$ cat src/rtl/uart_bus_bridge_if.sv
// Bundle between the UART-driven bus bridge, the UART core and the peripheral bus.
// The master side is the bridge; the slave side is the UART core plus the responders.
interface uart_bus_bridge_if #(
    parameter int address_width = 16
);
    logic [7:0]               rx_data_i;
    logic                     rx_valid_i;
    logic [7:0]               tx_data_o;
    logic                     tx_valid_o;
    logic                     tx_ready_i;
    logic [address_width-1:0] address_o;
    logic [7:0]               data_o;
    logic                     rd_wr_o;
    logic [7:0]               data_i;
    logic                     take_controlr_i;
    logic                     take_controlw_i;
    logic                     busy_o;

    modport master (
        input  rx_data_i,
        input  rx_valid_i,
        input  tx_ready_i,
        input  data_i,
        input  take_controlr_i,
        input  take_controlw_i,
        output tx_data_o,
        output tx_valid_o,
        output address_o,
        output data_o,
        output rd_wr_o,
        output busy_o
    );

    modport slave (
        output rx_data_i,
        output rx_valid_i,
        output tx_ready_i,
        output data_i,
        output take_controlr_i,
        output take_controlw_i,
        input  tx_data_o,
        input  tx_valid_o,
        input  address_o,
        input  data_o,
        input  rd_wr_o,
        input  busy_o
    );
endinterface

$ cat src/rtl/uart_bus_bridge.sv
// Serial command parser that performs single-byte reads/writes on the peripheral bus
// and returns an ack, data or error byte to the UART transmitter.
module uart_bus_bridge #(
    parameter int                     address_width = 16,
    parameter logic [address_width-1:0] IdleAddress = {address_width{1'b1}},
    parameter int                     BusTimeout    = 16,
    parameter int                     RxTimeout     = 1_000_000
) (
    input logic               clk_i,
    input logic               reset_i,
    uart_bus_bridge_if.master bus
);
    typedef enum logic [2:0] {
        IDLE,
        CMD_ADDR_HI,
        CMD_ADDR_LO,
        CMD_DATA,
        BUS_REQ,
        BUS_WAIT,
        TX_HDR,
        TX_DATA
    } state_e;

    localparam int RxW  = $clog2(RxTimeout + 1);
    localparam int BusW = $clog2(BusTimeout + 1);

    localparam logic [7:0] CmdWrite = 8'h57;
    localparam logic [7:0] CmdRead  = 8'h52;
    localparam logic [7:0] RspAck   = 8'h4B;
    localparam logic [7:0] RspData  = 8'h44;
    localparam logic [7:0] RspErr   = 8'h45;

    state_e         state_q, state_d;
    logic           is_wr_q, is_wr_d;
    logic [15:0]    addr_q, addr_d;
    logic [7:0]     data_q, data_d;
    logic [7:0]     rdata_q, rdata_d;
    logic [7:0]     tx_data_q, tx_data_d;
    logic           busy_q, busy_d;
    logic [RxW-1:0] rx_cnt_q, rx_cnt_d;
    logic [BusW-1:0] bus_cnt_q, bus_cnt_d;

    logic claim;
    logic rx_expired;
    logic bus_expired;
    logic in_cmd;

    assign claim       = is_wr_q ? bus.take_controlw_i : bus.take_controlr_i;
    assign rx_expired  = (rx_cnt_q == RxW'(RxTimeout - 1));
    assign bus_expired = (bus_cnt_q == BusW'(BusTimeout));
    assign in_cmd      = (state_q == CMD_ADDR_HI) || (state_q == CMD_ADDR_LO)
                      || (state_q == CMD_DATA);

    always_ff @(posedge clk_i or negedge reset_i) begin
        if (!reset_i) begin
            state_q   <= IDLE;
            is_wr_q   <= 1'b0;
            addr_q    <= '0;
            data_q    <= '0;
            rdata_q   <= '0;
            tx_data_q <= '0;
            busy_q    <= 1'b0;
            rx_cnt_q  <= '0;
            bus_cnt_q <= '0;
        end else begin
            state_q   <= state_d;
            is_wr_q   <= is_wr_d;
            addr_q    <= addr_d;
            data_q    <= data_d;
            rdata_q   <= rdata_d;
            tx_data_q <= tx_data_d;
            busy_q    <= busy_d;
            rx_cnt_q  <= rx_cnt_d;
            bus_cnt_q <= bus_cnt_d;
        end
    end

    always_comb begin
        state_d = state_q;
        unique case (state_q)
            IDLE: begin
                if (bus.rx_valid_i &&
                    (bus.rx_data_i == CmdWrite || bus.rx_data_i == CmdRead))
                    state_d = CMD_ADDR_HI;
            end
            CMD_ADDR_HI: begin
                if (bus.rx_valid_i)  state_d = CMD_ADDR_LO;
                else if (rx_expired) state_d = IDLE;
            end
            CMD_ADDR_LO: begin
                if (bus.rx_valid_i)  state_d = is_wr_q ? CMD_DATA : BUS_REQ;
                else if (rx_expired) state_d = IDLE;
            end
            CMD_DATA: begin
                if (bus.rx_valid_i)  state_d = BUS_REQ;
                else if (rx_expired) state_d = IDLE;
            end
            BUS_REQ:  state_d = BUS_WAIT;
            BUS_WAIT: begin
                if (claim || bus_expired) state_d = TX_HDR;
            end
            TX_HDR: begin
                if (bus.tx_ready_i)
                    state_d = (tx_data_q == RspData) ? TX_DATA : IDLE;
            end
            TX_DATA: begin
                if (bus.tx_ready_i) state_d = IDLE;
            end
            default: state_d = IDLE;
        endcase
    end

    always_comb begin
        is_wr_d   = is_wr_q;
        addr_d    = addr_q;
        data_d    = data_q;
        rdata_d   = rdata_q;
        tx_data_d = tx_data_q;
        busy_d    = (state_d != IDLE);
        rx_cnt_d  = '0;
        bus_cnt_d = '0;

        if (in_cmd && !bus.rx_valid_i && state_d != IDLE)
            rx_cnt_d = rx_cnt_q + 1'b1;

        if (state_q == IDLE && bus.rx_valid_i)
            is_wr_d = (bus.rx_data_i == CmdWrite);

        // Two shifts leave {addr_hi, addr_lo} in big-endian order.
        if ((state_q == CMD_ADDR_HI || state_q == CMD_ADDR_LO) && bus.rx_valid_i)
            addr_d = {addr_q[7:0], bus.rx_data_i};

        if (state_q == CMD_DATA && bus.rx_valid_i)
            data_d = bus.rx_data_i;

        if (state_q == BUS_REQ)
            bus_cnt_d = BusW'(1);
        else if (state_q == BUS_WAIT && state_d == BUS_WAIT)
            bus_cnt_d = bus_cnt_q + 1'b1;

        if (state_q == BUS_WAIT) begin
            if (claim) begin
                tx_data_d = is_wr_q ? RspAck : RspData;
                if (!is_wr_q) rdata_d = bus.data_i;
            end else if (bus_expired) begin
                tx_data_d = RspErr;
            end
        end

        if (state_q == TX_HDR && state_d == TX_DATA)
            tx_data_d = rdata_q;
    end

    // Idle address must be present on every non-request cycle: responders act on address match.
    always_comb begin
        bus.address_o  = IdleAddress;
        bus.rd_wr_o    = 1'b0;
        if (state_q == BUS_REQ) begin
            bus.address_o = addr_q[address_width-1:0];
            bus.rd_wr_o   = is_wr_q;
        end
        bus.data_o     = data_q;
        bus.tx_valid_o = (state_q == TX_HDR) || (state_q == TX_DATA);
        bus.tx_data_o  = tx_data_q;
        bus.busy_o     = busy_q;
    end
endmodule

$ cat src/flat_wrapper.sv
// flat-port wrapper written by rule: the top's interface ports become plain ports
module uart_bus_bridge_flat 
#(
    parameter int                     address_width = 16,
    parameter logic [address_width-1:0] IdleAddress = {address_width{1'b1}},
    parameter int                     BusTimeout    = 16,
    parameter int                     RxTimeout     = 1_000_000
)
  (clk_i, reset_i, bus_rx_data_i, bus_rx_valid_i, bus_tx_ready_i, bus_data_i, bus_take_controlr_i, bus_take_controlw_i, bus_tx_data_o, bus_tx_valid_o, bus_address_o, bus_data_o, bus_rd_wr_o, bus_busy_o);
  uart_bus_bridge_if #(.address_width(address_width)) bus_i ();
  input logic clk_i;
  input logic reset_i;
  input wire logic [$bits(bus_i.rx_data_i)-1:0] bus_rx_data_i;
  input wire logic [$bits(bus_i.rx_valid_i)-1:0] bus_rx_valid_i;
  input wire logic [$bits(bus_i.tx_ready_i)-1:0] bus_tx_ready_i;
  input wire logic [$bits(bus_i.data_i)-1:0] bus_data_i;
  input wire logic [$bits(bus_i.take_controlr_i)-1:0] bus_take_controlr_i;
  input wire logic [$bits(bus_i.take_controlw_i)-1:0] bus_take_controlw_i;
  output wire logic [$bits(bus_i.tx_data_o)-1:0] bus_tx_data_o;
  output wire logic [$bits(bus_i.tx_valid_o)-1:0] bus_tx_valid_o;
  output wire logic [$bits(bus_i.address_o)-1:0] bus_address_o;
  output wire logic [$bits(bus_i.data_o)-1:0] bus_data_o;
  output wire logic [$bits(bus_i.rd_wr_o)-1:0] bus_rd_wr_o;
  output wire logic [$bits(bus_i.busy_o)-1:0] bus_busy_o;
  assign bus_i.rx_data_i = bus_rx_data_i;
  assign bus_i.rx_valid_i = bus_rx_valid_i;
  assign bus_i.tx_ready_i = bus_tx_ready_i;
  assign bus_i.data_i = bus_data_i;
  assign bus_i.take_controlr_i = bus_take_controlr_i;
  assign bus_i.take_controlw_i = bus_take_controlw_i;
  assign bus_tx_data_o = bus_i.tx_data_o;
  assign bus_tx_valid_o = bus_i.tx_valid_o;
  assign bus_address_o = bus_i.address_o;
  assign bus_data_o = bus_i.data_o;
  assign bus_rd_wr_o = bus_i.rd_wr_o;
  assign bus_busy_o = bus_i.busy_o;
  uart_bus_bridge #(.address_width(address_width), .IdleAddress(IdleAddress), .BusTimeout(BusTimeout), .RxTimeout(RxTimeout)) u_core (.clk_i(clk_i), .reset_i(reset_i), .bus(bus_i));
endmodule
$ cat config.mk
export PLATFORM = sky130hd
export DESIGN_NAME = uart_bus_bridge_flat
export DESIGN_NICKNAME = d
export VERILOG_FILES = /design/src/rtl/uart_bus_bridge_if.sv /design/src/rtl/uart_bus_bridge.sv /design/src/flat_wrapper.sv
export SDC_FILE = /design/constraint.sdc
export NUM_CORES = 1
export LEC_CHECK = 0
export CORE_MARGIN = 2
export CORE_UTILIZATION = 40
export CTS_CLUSTER_SIZE = 28
export DETAILED_ROUTE_END_ITERATION = 16
export DONT_BUFFER_PORTS = 1
export GPL_ROUTABILITY_DRIVEN = 0
export PLACE_DENSITY = 0.55
export SYNTH_ARGS = -nofsm -noshare
export SYNTH_HDL_FRONTEND = slang
export SYNTH_SLANG_ARGS = --single-unit
export TNS_END_PERCENT = 5
$ cat constraint.sdc
create_clock -name clk_i -period 5.5 [get_ports clk_i]
set_clock_uncertainty 0.15 [all_clocks]
set_input_delay 0.275 -clock clk_i [delete_from_list [all_inputs] [get_ports clk_i]]
set_output_delay 0.275 -clock clk_i [all_outputs]
set_load 0.05 [all_outputs]
# == After elaboration in Yosys (flattened, before gate mapping) ==
# Index checks and enable logic that the tools add are counted.
# op_classes
addsub,2
n_eq_ne,14
n_mux,22
bitwise_logic,1
reduce_logical,20
# ops
op,n
$mux W8,4
$mux W3,10
$eq A8 B7 Y1 const B,3
$pmux W3 S8,1
$add A20 B1 Y20 const B,1
$eq A20 B20 Y1 const B,1
$mux W20,1
$eq A3 B3 Y1 const B,6
$mux W16,1
$mux W5,2
$logic_and A1 B1 Y1,8
$eq A3 B2 Y1 const B,2
$reduce_bool A3 Y1,2
$add A5 B1 Y5 const B,1
$eq A5 B5 Y1 const B,1
$logic_or A1 B1 Y1,5
$mux W4,1
$eq A3 B1 Y1 const B,1
$logic_not A3 Y1,1
$reduce_and A3 Y1,1
$mux W1,2
$reduce_and A2 Y1,1
$reduce_bool A2 Y1,1
$logic_not A1 Y1,1
$not A1 Y1,1
# word_totals
ff_bits,70
in_bits,22
out_inout_bits,35
wordCells,68

# == Logic depth before layout (Yosys ltp) ==
# depth
word_depth,9
depth_mapped,8
mapped_depth_nobuf,7

# == Least setup slack after synthesis ==
# OpenSTA, ideal clock, no wires.
# synth_path
path_kind,register -> output
startpoint,register u_core.state_q[0]
endpoint,output bus_rd_wr_o
t_arrival_ns,1.994
required_ns,5.075
path_slack_ns,3.081
path_stages_with_launch,5
path_buffers,3
path_cell_list,dfrtp_1 > buf_2 > clkbuf_1 > clkbuf_1 > nor3b_1
# synth_between
elab_chain_len,2
# synth_rtl
item,line,text
"start, declared",uart_bus_bridge.sv:33,"state_e state_q, state_d;"
"start signal, assigned",uart_bus_bridge.sv:66,state_q <= state_d;
$eq A3 B3 Y1,uart_bus_bridge.sv:158,if (state_q == BUS_REQ) begin
$mux W1,uart_bus_bridge.sv:158,
"end, declared",flat_wrapper.sv:23,output wire logic [$bits(bus_i.rd_wr_o)-1:0] bus_rd_wr_o;
# No other way between the ends.

# == Worst setup path after layout ==
# layout_path
startpoint,register u_core.rx_cnt_q[8]
endpoint,register u_core.rx_cnt_q[19]
# layout_between
elab_chain_len,7
elab_cells_between_ends,10
classes_between,add/sub (1); eq/ne (1); mux (6); reduce/logical (2)
# layout_rtl
item,line,text
"start, declared",uart_bus_bridge.sv:40,"logic [RxW-1:0] rx_cnt_q, rx_cnt_d;"
"start signal, assigned",uart_bus_bridge.sv:73,rx_cnt_q <= rx_cnt_d;
$eq A20 B20 Y1,uart_bus_bridge.sv:49,assign rx_expired = (rx_cnt_q == RxW'(RxTimeout - 1));
$mux W3,"uart_bus_bridge.sv:88, uart_bus_bridge.sv:92, uart_bus_bridge.sv:96",
$mux W3 (on tied branches),"uart_bus_bridge.sv:95, uart_bus_bridge.sv:87, uart_bus_bridge.sv:91",
$pmux W3 S8,uart_bus_bridge.sv:80,unique case (state_q)
$reduce_bool A3 Y1,uart_bus_bridge.sv:123,if (in_cmd && !bus.rx_valid_i && state_d != IDLE)
$logic_and A1 B1 Y1,uart_bus_bridge.sv:123,
$mux W20 (*),uart_bus_bridge.sv:123,
via u_core.rx_cnt_d[19],uart_bus_bridge.sv:40,
# The timed path passes the listed nets; every way through them passes the cells marked *.
# A chain may end at the register's enable or synchronous reset.

==> flow_metrics.py <==
metrics = {
    "route": {
        "vias": 2224,
        "drtAntennaViolNets": 0,
        "drt_iter0_markers": 93,
        "wl_mm": 6.67,
        "post_drt_wl_per_cell_um": 16.1,
        "first_pass_iters": 4,
        "drc_errors": 0,
        "viasPerCell": 5.36,
    },
    "worst_setup_path": {
        "cp-endpoint": "u_core.rx_cnt_q[19]",
        "crit_path_start": "u_core.rx_cnt_q[8]",
        "slowest_delay_ns": 0.91,
        "worstPathRequired_ns": 5.53,
        "crit_path_cell_trace": "or4b_4 -> nor4_4 -> nand3_1 -> a211oi_2 -> a211oi_1",
        "worstPathArrival_ns": 2.89,
        "path_max_fanout": 12,
        "crit_family": "compound AO/OA/AOI/OAI gates",
        "reg2reg_depth": 5,
        "rrSetupSlack_ns": 2.64,
        "timing.rr.start": "u_core.rx_cnt_q[8]",
        "cp_num_cells": 5,
        "cp-end-kind": "flip-flop",
        "crit_slowest_cell": "a211oi_2",
        "worstSetupPathType": "reg -> reg",
        "r2r_end": "u_core.rx_cnt_q[19]",
        "crit_buf_inv": 0,
        "startpoint_type": "flip-flop",
    },
    "cts": {
        "cts_max_path_buffers": 2,
        "numCtsBuffers": 9,
        "clk_pin_slew_worst_paths_ns": 0.08,
        "cts.sinks": 70,
        "clockRootBuffer": "clkbuf_8",
        "cts_setup_buffers": 0,
        "clkLatencyLatePin_ns": 0.34,
        "cts_tree": "built",
        "htreeDepth": 3,
    },
    "yosys": {
        "yosys_warnings": 0,
        "ys_seq_elements": 70,
        "synthesis.nets": 312,
        "post-synth-top-count-cell": "dfrtp_1",
        "async_flop_share_pct": 100,
        "netlist.area_leader.share_pct": 52.4,
        "postSynthAreaPerCell_um2": 11.7,
        "synthCells": 287,
        "synth_top_flop_cell": "dfrtp_1",
        "synth-edff-count": 0,
        "ys_seq_area_share_pct": 52.4,
        "yosysTopAreaCell": "dfrtp_1",
        "synthesis.area_um2": 3340,
        "ys_types": 45,
        "synth_common_cells": "dfrtp_1 (70), mux2_2 (32), nor2_1 (23)",
        "synthTopCellsByArea": "dfrtp_1 (52%), mux2_2 (11%), a211oi_2 (3.4%)",
    },
    "flow_run": {
        "drv_cap": 0,
    },
    "power_and_ir_drop": {
        "power.density_nw_per_um2": 559,
        "peakVddDrop_mv": 0.175,
        "p_leak_nw": 1.54,
        "power_mw": 2.15,
    },
    "floorplan": {
        "ioPinCount": 57,
        "design.core.area_um2": 8180,
        "start_util_pct": 40.9,
        "dieArea_um2": 9110,
        "die_w_um": 95.4,
        "dieHeight_um": 95.4,
        "placementRows": 33,
    },
    "outcome": {
        "outcome": "complete, no violations",
    },
    "timing": {
        "slew_viol_final": 0,
        "fin_hold_ws_ns": 0.0168,
        "timing.final.crit_share_pct": 52.1,
        "min_period_ns": 2.86,
        "max_freq_mhz": 349,
        "fin_setup_tns_ns": 0,
        "worst_slew_pin_slew_ns": 1.05,
        "finalSetupViolCount": 0,
        "rsz0062_at_grt": "false",
        "hold_viol": 0,
        "max_slew_margin_pct": 29.6,
    },
    "global_route": {
        "grt_max_degree": 71,
        "grt_pass1_wl_mm": 10.9,
        "track_usage_pct": 15.5,
        "antenna_found_initial": 0,
        "grt_pass1_vias": 2207,
        "grt_overflow": 0,
    },
    "cells_and_area": {
        "fill_cells": 740,
        "antenna_cells": 0,
        "syn2layout_area_growth_pct": 15.2,
        "nets": 330,
        "layout-drive-gt1-share_pct": 21.9,
        "multi_input_area_um2": 1500,
        "seqCellArea_um2": 1750,
    },
    "min_path": {
        "hold_path_class": "in -> reg",
    },
    "placed_design": {
        "hpwl_mm": 4.41,
        "portBuffers": 0,
    },
}
-- logic make-up after synthesis --
family | Yosys count | share of synthesized area, %
xor gates and xnor gates | 22 | 5.76
AOI/OAI and AO/OA | 33 | 8.60
DFF | 70 | 52.4
adders and majority gates | 3 | 1.12
muxes | 32 | 10.8
and+or+nand+nor | 106 | 18.5
buffers and inverters | 21 | 2.88
-- cells in the final DEF (no fill, tap or decap), drive strengths merged, types with 3 or more instances in the layout --
| cell type | count |
|---|---|
| a21oi | 4 |
| nand2 | 17 |
| nor2 | 23 |
| a211oi | 12 |
| dlygate4sd3 | 18 |
| dfrtp | 70 |
| nand4 | 6 |
| clkbuf | 9 |
| o21ai | 5 |
| a221o | 3 |
| and4 | 3 |
| ha | 3 |
| xnor2 | 11 |
| and3 | 5 |
| nand3 | 10 |
| or3 | 18 |
| inv | 9 |
| nor2b | 3 |
| nor3 | 3 |
| xor2 | 11 |
| a22o | 3 |
| nand2b | 4 |
| mux2 | 32 |
-- registers in the layout, summed over array words and instances, names as in the netlist --
name / cells
u_core.rdata_q: 8
u_core.state_q: 3
u_core.bus.data_o: 8
u_core.rx_cnt_q: 20
u_core.addr_q: 16
u_core.bus.busy_o: 1
u_core.bus_cnt_q: 5
u_core.is_wr_q: 1
u_core.bus.tx_data_o: 8
-- routing by layer --
layer,GRT usage [%],vias up,wire length (um)
met1,21.6,1093,3230
met2,23.8,45,3000
met5,0,-,0
met4,5.36,0,107
li1,-,1077,-
met3,3.32,9,334
-- power breakdown --
part	internal, mW	switching [mW]
registers	0.672	0.326
logic	0.239	0.455
clock network	0.257	0.204
-- worst min path at each step --
stage,from,end,slack (ns),cells after the start
after detailed placement,reset_i,u_core.bus_cnt_q[2],-0.17,0
after global placement,reset_i,u_core.bus_cnt_q[3],-0.17,0
after floorplan,reset_i,u_core.addr_q[0],-0.17,0
after global routing,bus_tx_ready_i,u_core.bus.tx_data_o[6],0.02,2
final,bus_tx_ready_i,u_core.bus.tx_data_o[6],0.02,2
after CTS,bus_tx_ready_i,u_core.bus.tx_data_o[6],0.001,2
-- cell type report --
cell class / instances / share of cell area, %
clock buffers: 9 / 3.22
clock inverters: 7 / 2.53
inverters: 8 / 0.780
multi-input cells: 196 / 39.0
flip-flops and latches: 70 / 45.5
well taps: 105 / 3.41
repair buffers: 20 / 5.59
-- what timing repair did --
item	in CTS	in global routing
hold endpoints to repair	97	0
gates resized for setup	0	0
hold buffers	19	0
-- per-stage QoR --
stage	worst slack (ns)	cells	instance area [um^2]	util, %
after global routing	2.44	415	3850	47.1
after detailed placement	2.64	380	3420	41.9
after CTS	2.60	415	3850	47.1
after floorplan	3.08	287	3340	-
final	2.64	415	3850	47.1
after global placement	2.70	380	3420	41.9
No activity file was read; power rests on OpenSTA's default activity.
